==> src/rtl/pa_fpu.sv <==
// Shared definitions for the FPU command sequencer: sequencer states, FPU register map and opcodes.
package pa_fpu;

  typedef enum logic [3:0] {
    StIdle,
    StBusyChk,
    StWrA,
    StWrB,
    StWrOp,
    StWaitEnd,
    StRdRes,
    StAck,
    StOut
  } fpu_seq_state_t;

  localparam logic [5:0] FPU_ADDR_OPA = 6'h00;
  localparam logic [5:0] FPU_ADDR_OPB = 6'h04;
  localparam logic [5:0] FPU_ADDR_OP  = 6'h08;

  localparam logic [7:0] op_add = 8'h00;
  localparam logic [7:0] op_sub = 8'h01;
  localparam logic [7:0] op_mul = 8'h02;
  localparam logic [7:0] op_div = 8'h03;

  // Quiet NaN returned when the FPU never signals completion.
  localparam logic [31:0] FPU_QNAN = 32'h7FC0_0000;

endpackage

==> src/rtl/fpu_bus_access.sv <==
// Single-byte FPU bus cycle engine: setup clock, STROBE_CYC strobe clocks, recovery clock.
// A new start is accepted while idle or during the recovery clock of the previous access.
module fpu_bus_access #(
  parameter int unsigned STROBE_CYC = 1
) (
  input  logic       clk,
  input  logic       arst,
  input  logic       start,
  input  logic       we,
  input  logic [5:0] addr,
  input  logic [7:0] wdata,
  output logic       ready,
  output logic       done,
  output logic [7:0] rdata,
  input  logic [7:0] fpu_data_i,
  output logic [7:0] fpu_data_o,
  output logic [5:0] fpu_addr,
  output logic       fpu_cs,
  output logic       fpu_rd,
  output logic       fpu_wr
);

  localparam logic [1:0] PhIdle   = 2'd0;
  localparam logic [1:0] PhSetup  = 2'd1;
  localparam logic [1:0] PhStrobe = 2'd2;
  localparam logic [1:0] PhRecov  = 2'd3;

  localparam int unsigned CntW = (STROBE_CYC > 1) ? $clog2(STROBE_CYC) : 1;
  localparam logic [CntW-1:0] CntLast = CntW'(STROBE_CYC - 1);

  logic [1:0]      phase_q, phase_d;
  logic [CntW-1:0] cnt_q, cnt_d;
  logic            we_q, we_d;
  logic [5:0]      addr_q, addr_d;
  logic [7:0]      data_q, data_d;
  logic            cs_q, cs_d, rd_q, rd_d, wr_q, wr_d;

  always_comb begin
    phase_d = phase_q;
    cnt_d   = cnt_q;
    we_d    = we_q;
    addr_d  = addr_q;
    data_d  = data_q;
    cs_d    = 1'b1;
    rd_d    = 1'b1;
    wr_d    = 1'b1;
    case (phase_q)
      PhSetup: begin
        phase_d = PhStrobe;
        cnt_d   = '0;
        cs_d    = 1'b0;
        rd_d    = we_q;
        wr_d    = ~we_q;
      end
      PhStrobe: begin
        if (cnt_q == CntLast) begin
          phase_d = PhRecov;
        end else begin
          cnt_d = cnt_q + 1'b1;
          cs_d  = 1'b0;
          rd_d  = we_q;
          wr_d  = ~we_q;
        end
      end
      default: begin
        phase_d = PhIdle;
        if (start) begin
          phase_d = PhSetup;
          cs_d    = 1'b0;
          we_d    = we;
          addr_d  = addr;
          data_d  = we ? wdata : 8'h00;
        end
      end
    endcase
  end

  always_ff @(posedge clk or posedge arst) begin
    if (arst) begin
      phase_q <= PhIdle;
      cnt_q   <= '0;
      we_q    <= 1'b0;
      addr_q  <= 6'h00;
      data_q  <= 8'h00;
      cs_q    <= 1'b1;
      rd_q    <= 1'b1;
      wr_q    <= 1'b1;
    end else begin
      phase_q <= phase_d;
      cnt_q   <= cnt_d;
      we_q    <= we_d;
      addr_q  <= addr_d;
      data_q  <= data_d;
      cs_q    <= cs_d;
      rd_q    <= rd_d;
      wr_q    <= wr_d;
    end
  end

  assign ready      = (phase_q == PhIdle) || (phase_q == PhRecov);
  // Read data is taken by the caller on the last strobe clock.
  assign done       = (phase_q == PhStrobe) && (cnt_q == CntLast);
  assign rdata      = fpu_data_i;
  assign fpu_data_o = data_q;
  assign fpu_addr   = addr_q;
  assign fpu_cs     = cs_q;
  assign fpu_rd     = rd_q;
  assign fpu_wr     = wr_q;

endmodule

==> src/rtl/fpu_cmd_sequencer.sv <==
// Host-side FPU driver: writes operands/opcode, waits for cmd_end, reads and returns the result.
// Defining FPU_SEQ_TIMEOUT_EN adds a WAIT_END watchdog that returns a quiet NaN with res_err.
module fpu_cmd_sequencer
  import pa_fpu::*;
#(
  parameter int unsigned STROBE_CYC  = 1,
  parameter logic [5:0]  RES_ADDR    = 6'h09,
  parameter int unsigned TIMEOUT_CYC = 4096
) (
  input  logic        clk,
  input  logic        arst,
  input  logic        cmd_valid,
  output logic        cmd_ready,
  input  logic [31:0] cmd_op_a,
  input  logic [31:0] cmd_op_b,
  input  logic [7:0]  cmd_opcode,
  output logic        res_valid,
  input  logic        res_ready,
  output logic [31:0] res_data,
  output logic        res_err,
  output logic [7:0]  fpu_data_o,
  input  logic [7:0]  fpu_data_i,
  output logic [5:0]  fpu_addr,
  output logic        fpu_cs,
  output logic        fpu_rd,
  output logic        fpu_wr,
  output logic        fpu_end_ack,
  input  logic        fpu_cmd_end,
  input  logic        fpu_busy
);

  fpu_seq_state_t state_q, state_d;
  logic [1:0]     idx_q, idx_d;
  logic [31:0]    op_a_q, op_a_d, op_b_q, op_b_d, res_q, res_d;
  logic [7:0]     opc_q, opc_d;
  logic           err_q, err_d, end_ack_q, end_ack_d;
  logic           acc_start, acc_we, acc_ready, acc_done;
  logic [5:0]     acc_addr;
  logic [7:0]     acc_wdata, acc_rdata;
  logic           timeout;

`ifdef FPU_SEQ_TIMEOUT_EN
  localparam int unsigned WdW = $clog2(TIMEOUT_CYC + 1);
  logic [WdW-1:0] wd_q, wd_d;

  always_comb begin
    wd_d = wd_q;
    if (state_q == StIdle) wd_d = '0;
    else if (state_q == StWaitEnd && !fpu_cmd_end) wd_d = wd_q + 1'b1;
  end

  always_ff @(posedge clk or posedge arst) begin
    if (arst) wd_q <= '0;
    else      wd_q <= wd_d;
  end

  assign timeout = (state_q == StWaitEnd) && !fpu_cmd_end && (wd_q == WdW'(TIMEOUT_CYC - 1));
`else
  logic unused_timeout_cyc;
  assign unused_timeout_cyc = ^TIMEOUT_CYC;
  assign timeout            = 1'b0;
`endif

  always_comb begin
    state_d   = state_q;
    idx_d     = idx_q;
    op_a_d    = op_a_q;
    op_b_d    = op_b_q;
    opc_d     = opc_q;
    res_d     = res_q;
    err_d     = err_q;
    acc_start = 1'b0;
    acc_we    = 1'b1;
    acc_addr  = FPU_ADDR_OPA + {4'b0, idx_q};
    acc_wdata = op_a_q[{idx_q, 3'b000} +: 8];
    unique case (state_q)
      StIdle: begin
        if (cmd_valid) begin
          op_a_d  = cmd_op_a;
          op_b_d  = cmd_op_b;
          opc_d   = cmd_opcode;
          idx_d   = 2'd0;
          err_d   = 1'b0;
          state_d = StBusyChk;
        end
      end
      // Byte 0 of A is launched straight from here to save a clock.
      StBusyChk: begin
        if (!fpu_busy) begin
          acc_start = 1'b1;
          state_d   = StWrA;
        end
      end
      StWrA: begin
        acc_start = acc_ready;
        if (acc_done) begin
          idx_d = idx_q + 2'd1;
          if (idx_q == 2'd3) state_d = StWrB;
        end
      end
      StWrB: begin
        acc_addr  = FPU_ADDR_OPB + {4'b0, idx_q};
        acc_wdata = op_b_q[{idx_q, 3'b000} +: 8];
        acc_start = acc_ready;
        if (acc_done) begin
          idx_d = idx_q + 2'd1;
          if (idx_q == 2'd3) state_d = StWrOp;
        end
      end
      StWrOp: begin
        acc_addr  = FPU_ADDR_OP;
        acc_wdata = opc_q;
        acc_start = acc_ready;
        if (acc_done) state_d = StWaitEnd;
      end
      StWaitEnd: begin
        if (fpu_cmd_end) begin
          state_d = StRdRes;
        end else if (timeout) begin
          res_d   = FPU_QNAN;
          err_d   = 1'b1;
          state_d = StOut;
        end
      end
      // Result bytes arrive LSB first and are shifted in from the top.
      StRdRes: begin
        acc_we    = 1'b0;
        acc_addr  = RES_ADDR + {4'b0, idx_q};
        acc_wdata = 8'h00;
        acc_start = acc_ready;
        if (acc_done) begin
          res_d = {acc_rdata, res_q[31:8]};
          idx_d = idx_q + 2'd1;
          if (idx_q == 2'd3) state_d = StAck;
        end
      end
      StAck: begin
        if (!fpu_cmd_end) state_d = StOut;
      end
      StOut: begin
        if (res_ready) state_d = StIdle;
      end
      default: state_d = StIdle;
    endcase
    end_ack_d = (state_d == StAck);
  end

  always_ff @(posedge clk or posedge arst) begin
    if (arst) begin
      state_q   <= StIdle;
      idx_q     <= 2'd0;
      op_a_q    <= 32'h0;
      op_b_q    <= 32'h0;
      opc_q     <= 8'h0;
      res_q     <= 32'h0;
      err_q     <= 1'b0;
      end_ack_q <= 1'b0;
    end else begin
      state_q   <= state_d;
      idx_q     <= idx_d;
      op_a_q    <= op_a_d;
      op_b_q    <= op_b_d;
      opc_q     <= opc_d;
      res_q     <= res_d;
      err_q     <= err_d;
      end_ack_q <= end_ack_d;
    end
  end

  fpu_bus_access #(
    .STROBE_CYC(STROBE_CYC)
  ) u_bus (
    .clk       (clk),
    .arst      (arst),
    .start     (acc_start),
    .we        (acc_we),
    .addr      (acc_addr),
    .wdata     (acc_wdata),
    .ready     (acc_ready),
    .done      (acc_done),
    .rdata     (acc_rdata),
    .fpu_data_i(fpu_data_i),
    .fpu_data_o(fpu_data_o),
    .fpu_addr  (fpu_addr),
    .fpu_cs    (fpu_cs),
    .fpu_rd    (fpu_rd),
    .fpu_wr    (fpu_wr)
  );

  assign cmd_ready   = (state_q == StIdle);
  assign res_valid   = (state_q == StOut);
  assign res_data    = res_q;
  assign res_err     = err_q;
  assign fpu_end_ack = end_ack_q;

endmodule

==> config.mk <==
export PLATFORM = sky130hd
export DESIGN_NAME = fpu_cmd_sequencer
export DESIGN_NICKNAME = d
export VERILOG_FILES = /design/src/rtl/pa_fpu.sv /design/src/rtl/fpu_bus_access.sv /design/src/rtl/fpu_cmd_sequencer.sv
export SDC_FILE = /design/constraint.sdc
export NUM_CORES = 1
export LEC_CHECK = 0
export ABC_CLOCK_PERIOD_IN_PS = 4500
export CAP_MARGIN = 0
export CORE_MARGIN = 3
export CORE_UTILIZATION = 40
export DETAILED_ROUTE_END_ITERATION = 8
export PLACE_DENSITY = 0.69
export REMOVE_ABC_BUFFERS = 1
export SLEW_MARGIN = 20
export SYNTH_ARGS = -nofsm -noshare
export SYNTH_HDL_FRONTEND = slang
export SYNTH_SLANG_ARGS = --single-unit
==> constraint.sdc <==
create_clock -name clk -period 4.5 [get_ports clk]
set_clock_uncertainty 0.15 [all_clocks]
set_input_delay 1.125 -clock clk [delete_from_list [all_inputs] [get_ports clk]]
set_output_delay 1.125 -clock clk [all_outputs]
set_load 0.02 [all_outputs]
==> impl_metrics.tcl, run 1 <==
set metrics [dict create \
    n_antenna_cell 0 \
    fin_crit_sh 0.7751 \
    crit_path_max_fanout 25 \
    h-tree-depth 4 \
    vias 3927 \
    initialDrtViolationCount 155 \
    critPathLaunchType "flip-flop" \
    rows 43 \
    setup_viol 0 \
    cts_setup_buffers 0 \
    design_power_total_uw 5531 \
    drv_cap 0 \
    yosysTopAreaCellShare 0.5363 \
    vias_per_cell 5.120 \
    max_freq_mhz 286.7 \
    ir_drop_mv 0.3199 \
    drive_gt1_frac 0.1414 \
    fin_tns_setup_ns 0 \
    finalNetCount 664 \
    yosysSeqAreaShare 0.5497 \
    rsz0062_at_grt "false" \
    hpwlAfterDp_um 9497 \
    crit_family "buffers and inverters" \
    grt_pass1_wl_um 22060 \
    r2r_start "state_q[1]" \
    dp_slack_ns 1.124 \
    synth_flop_cell "dfrtp_1" \
    r2r_slack_ns 1.73 \
    area_growth_pct 35.54 \
    wl_per_cell_um 17.68 \
    netlist_instances 440 \
    holdBufCountCts 0 \
    critPathArrivalTime_ns 2.21 \
    synth_area_leaders "dfrtp_1 (54%), mux2_1 (20%), mux2_2 (4.6%)" \
    cts.path.max_buffers 2 \
    cts_buffers 17 \
    track_usage 0.1745 \
    path_clk_slew_ns 0.05 \
    yosys.area.top_type "dfrtp_1" \
    drtAntennaViolNets 0 \
    dieHeight_um 127.2 \
    core_sq_um 14150 \
    crit_end "cmd_ready" \
    ys_types 48 \
    min_path_type "reg -> reg" \
    synth_edf_count 0 \
    ys_ff_latch 129 \
    reg2reg_depth 5 \
    fin_ws_ns 1.012 \
    start_util 0.4155 \
    syn_area_sq_um 5879 \
    gp_congestion 0.7652 \
    ys_async_sr_fraction 1.000 \
    cts-root-buf "clkbuf_16" \
    hold_violations 0 \
    die-width_um 127.2 \
    r2r-end "u_bus.fpu_data_o[2]" \
    drc 0 \
    grt_start_max_net_pins 72 \
    cts_tree "built" \
    finalWirelength_um 13560 \
    cts_resized 0 \
    final_area_sq_um 7969 \
    io_pins 139 \
    cts_sinks 129 \
    status "finished clean" \
    crit_buf_inv 1 \
    critPathLaunch "state_q[1]" \
    fp.dieArea_sq_um 16190 \
    powerDensity_nw_per_um2 694.1 \
    slew_headroom 0.3343 \
    first_pass_iters 4 \
    grt_antenna_before_repair 0 \
    syn-mean-instance-area_sq_um 13.36 \
    grt-ovfl-total 0 \
    dpl_cell_area_sq_um 7343 \
    worstSkewPairLatency_ns 0.42 \
    io_buffers 135 \
    yosysWarnings 0 \
    cp_slowest_stage_delay_ns 0.69 \
    grt_pass1_vias 4234 \
    crit_path_end_kind "primary output" \
    crit_chain "nor4_1, clkdlybuf4s50_1" \
    p_leak_uw 0.003420 \
    fillCellCount 1170 \
    crit_slowest_cell "clkdlybuf4s50_1" \
    crit_cells 2 \
    tightest_slew_ns 0.9948 \
    final.min_clock_period_ns 3.488 \
    critPathRequiredTime_ns 3.22 \
    maxSlewViolCount 0 \
    hold_slack_ns 0.3011 \
    worstSetupPathType "reg -> out" \
]
[through the flow]
step | utilization | cells
5_1_grt | 0.5632 | 767
2_1_floorplan | - | 413
3_5_place_dp | 0.5190 | 735
4_1_cts | 0.5628 | 767
3_3_place_gp | 0.5190 | 735
6_report | 0.5632 | 767
[power breakdown]
part / switching (uW) / internal (uW) / leakage, uW / total (uW)
Sequential: 299 / 1670 / 0.00158 / 1970
Combinational: 1050 / 1060 / 0.00154 / 2110
Clock: 496 / 950 / 0.000303 / 1450
[layer usage]
| metal | vias to the layer above | global-route usage | share of wire |
|---|---|---|---|
| met5 | - | 0 | 0 |
| met4 | 0 | 0.05110 | 0.011 |
| met3 | 11 | 0.07943 | 0.085 |
| met2 | 129 | 0.2677 | 0.46 |
| met1 | 1951 | 0.2232 | 0.45 |
| li1 | 1836 | - | - |
[sequential cells by signal, indices dropped and copies added (netlist names), 2 cells and up]
signal,cells
u_bus.phase_q,2
idx_q,2
opc_q,8
state_q,4
u_bus.fpu_data_o,8
res_data,32
u_bus.fpu_addr,4
op_b_q,32
op_a_q,32
[how the worst min path moves through the flow]
stage,startpoint,end,slack (ns),depth (start not counted)
after global placement,u_bus.we_q,u_bus.fpu_wr,0.28,1
after CTS,u_bus.we_q,u_bus.fpu_wr,0.31,1
after floorplan,u_bus.we_q,u_bus.fpu_wr,0.25,1
final,u_bus.we_q,u_bus.fpu_wr,0.30,1
after global routing,u_bus.we_q,u_bus.fpu_wr,0.34,1
after detailed placement,u_bus.we_q,u_bus.fpu_wr,0.30,1
[layout by cell type (no fill, tap or decap), types with 2 or more instances in the layout]
cell and count:
a211oi_1 8, a21oi_1 12, a221oi_2 8, a222oi_1 8, buf_4 6, bufinv_16 4, clkbuf_1 2, clkbuf_16 17
clkbuf_8 2, clkdlybuf4s50_1 135, clkinv_2 5, clkinvlp_4 2, conb_1 3, dfrtp_1 126, dfstp_2 3, ha_1 4
inv_1 27, mux2_1 102, mux2_2 24, mux2_4 5, mux2i_1 2, nand2_1 16, nand2b_1 2, nand3_1 2
nor2_1 6, nor2b_1 6, nor3_1 2, o21ai_0 22, o21ai_1 2
[cells in the mapped netlist, types with 2 or more instances]
master / number
a222oi_1: 8
mux2_1: 102
o21ai_1: 2
mux2i_1: 2
buf_6: 4
dfstp_2: 3
and2_1: 2
mux2_2: 24
a211oi_1: 8
mux2_4: 5
nand3_1: 2
nand2_1: 16
clkbuf_1: 7
nor2_1: 6
buf_4: 10
nor2b_1: 6
nor3_1: 2
o21ai_0: 22
a221oi_2: 8
buf_1: 2
nand2b_1: 2
inv_1: 28
a21oi_1: 12
ha_1: 4
dfrtp_1: 126
buf_2: 5
[final cells by class]
| type | instances | area (sq um) | area share |
|---|---|---|---|
| Multi-Input combinational cell | 256 | 2367 | 0.2971 |
| Timing Repair Buffer | 142 | 1416 | 0.1777 |
| Tap cell | 180 | 225.2 | 0.02826 |
| Sequential cell | 129 | 3232 | 0.4056 |
| Inverter | 28 | 107.6 | 0.01350 |
| Clock inverter | 11 | 160.2 | 0.02010 |
| Clock buffer | 21 | 460.4 | 0.05778 |
[kinds of logic after synthesis]
| group | after synthesis | share of synthesized area |
|---|---|---|
| multiplexers | 133 | 0.2575 |
| flip-flops | 129 | 0.5497 |
| AO/OA/AOI/OAI | 71 | 0.09109 |
| buffers and inverters | 57 | 0.05171 |
| AND/OR/NAND/NOR | 44 | 0.03937 |
| adder cells (fa/ha/maj) | 4 | 0.008513 |
| other | 1 | 0.0006378 |
| XOR/XNOR | 1 | 0.001490 |
No activity file was read; power rests on OpenSTA's default activity.
==> inputs of run 2 (changes only) <==
- ABC_CLOCK_PERIOD_IN_PS: 4500 -> 3100
- clock period: 4.5 -> 3.1 ns (I/O delays scaled with it)
==> impl_metrics.tcl, run 2 (same netlist as run 1, synthesis figures left out) <==
set metrics [dict create \
    p_sw_frac 0.3296 \
    core_sq_um 14150 \
    crit_chain "buf_4, nor3_1, nand2_1, inv_1, clkdlybuf4s50_1" \
    tightest_slew_ns 0.6774 \
    powerDensity_nw_per_um2 1017 \
    p_switching_uw 2705 \
    path_clk_slew_ns 0.06 \
    final.min_clock_period_ns 2.933 \
    worstSetupPathType "reg -> out" \
    cp_slowest_stage_delay_ns 0.62 \
    drv_cap 0 \
    hold_violations 0 \
    rows 43 \
    hpwlAfterDp_um 9683 \
    grt_antenna_before_repair 0 \
    dieHeight_um 127.2 \
    fin_tns_setup_ns 0 \
    initialDrtViolationCount 223 \
    drc 0 \
    maxSlewViolCount 0 \
    critPathLaunchType "flip-flop" \
    fp.dieArea_sq_um 16190 \
    vias 3994 \
    status "finished clean" \
    dp_cells 742 \
    finalNetCount 671 \
    drive_gt1_frac 0.1498 \
    p_int_uw 5501 \
    seqPwrFrac 0.345 \
    min_path_type "reg -> reg" \
    holdBufCountCts 0 \
    setup_viol 0 \
    io_buffers 135 \
    grt_pass1_wl_um 22650 \
    slew_headroom 0.5475 \
    grt_pass1_vias 4369 \
    final_area_sq_um 8065 \
    crit_path_end_kind "primary output" \
    crit_slowest_cell "clkdlybuf4s50_1" \
    crit_path_max_fanout 11 \
    max_freq_mhz 340.9 \
    pwr-share-clk 0.265 \
    worstSkewPairLatency_ns 0.41 \
    first_pass_iters 4 \
    fin_cells 774 \
    crit_buf_inv 3 \
    finalWirelength_um 13820 \
    cts_setup_buffers 0 \
    cts.path.max_buffers 2 \
    cts-root-buf "clkbuf_16" \
    critPathArrivalTime_ns 2.01 \
    rsz0062_at_grt "false" \
    dp_slack_ns 0.2520 \
    vias_per_cell 5.160 \
    area_growth_pct 37.18 \
    cts_buffers 17 \
    fin_ws_ns 0.1666 \
    h-tree-depth 4 \
    grt-ovfl-total 0 \
    n_antenna_cell 0 \
    cts_sinks 129 \
    track_usage 0.1782 \
    final_common_cell "clkdlybuf4s50_1" \
    io_pins 139 \
    cts_resized 0 \
    crit_family "buffers and inverters" \
    die-width_um 127.2 \
    final_cell_mix "clkdlybuf4s50_1 (135), dfrtp_1 (126), mux2_1 (102), inv_1 (27), mux2_2 (24)" \
    p_leak_uw 0.003479 \
    r2r_slack_ns 0.47 \
    dpl_cell_area_sq_um 7421 \
    fin_crit_sh 0.9463 \
    start_util 0.4155 \
    gp_congestion 0.7753 \
    wl_per_cell_um 17.86 \
    grt_start_max_net_pins 83 \
    ir_drop_mv 0.5763 \
    hold_slack_ns 0.3000 \
    drtAntennaViolNets 0 \
    critPathRequiredTime_ns 2.17 \
    cts_tree "built" \
    pwr-share-comb 0.390 \
]
[run 2: through the flow]
step | util | total power (uW)
final | 0.5700 | 8206
after global routing | 0.5700 | 8734
after CTS | 0.5700 | 8306
after detailed placement | 0.5245 | 6082
after global placement | 0.5245 | 5962
after floorplan | - | 4852
[run 2: power groups by stage]
stage / combinational [uW] / sequential, uW / clock, uW
6_report: 3200 / 2830 / 2180
5_1_grt: 3490 / 2930 / 2320
4_1_cts: 3250 / 2830 / 2220
3_5_place_dp: 3230 / 2850 / 0
3_3_place_gp: 3170 / 2800 / 0
2_1_floorplan: 1860 / 3000 / 0
[run 2: per-layer routing]
metal  global-route usage  part of all wire
met3              0.07400             0.088
met5                    0                 0
met1               0.2333              0.45
met2               0.2699              0.46
met4              0.05804            0.0075
[run 2: final cells by class]
class	instances	area, sq um
timing repair buffer	149	1494
tap	180	225.2
inverter	28	107.6
multi-input combinational	256	2362
fill	1162	6085
clock buffer	21	460.4
clock inverter	11	183.9
sequential	129	3232
[run 2: final timing paths]
check / end / start / cells after the start
min in group asynchronous: res_data[9] / arst / 2
hold / removal: u_bus.fpu_wr / u_bus.we_q / 1
max in group asynchronous: u_bus.fpu_wr / arst / 3
setup reg to reg: u_bus.fpu_data_o[0] / state_q[0] / 5
setup / recovery: res_valid / state_q[2] / 5
hold reg to reg: u_bus.fpu_wr / u_bus.we_q / 1
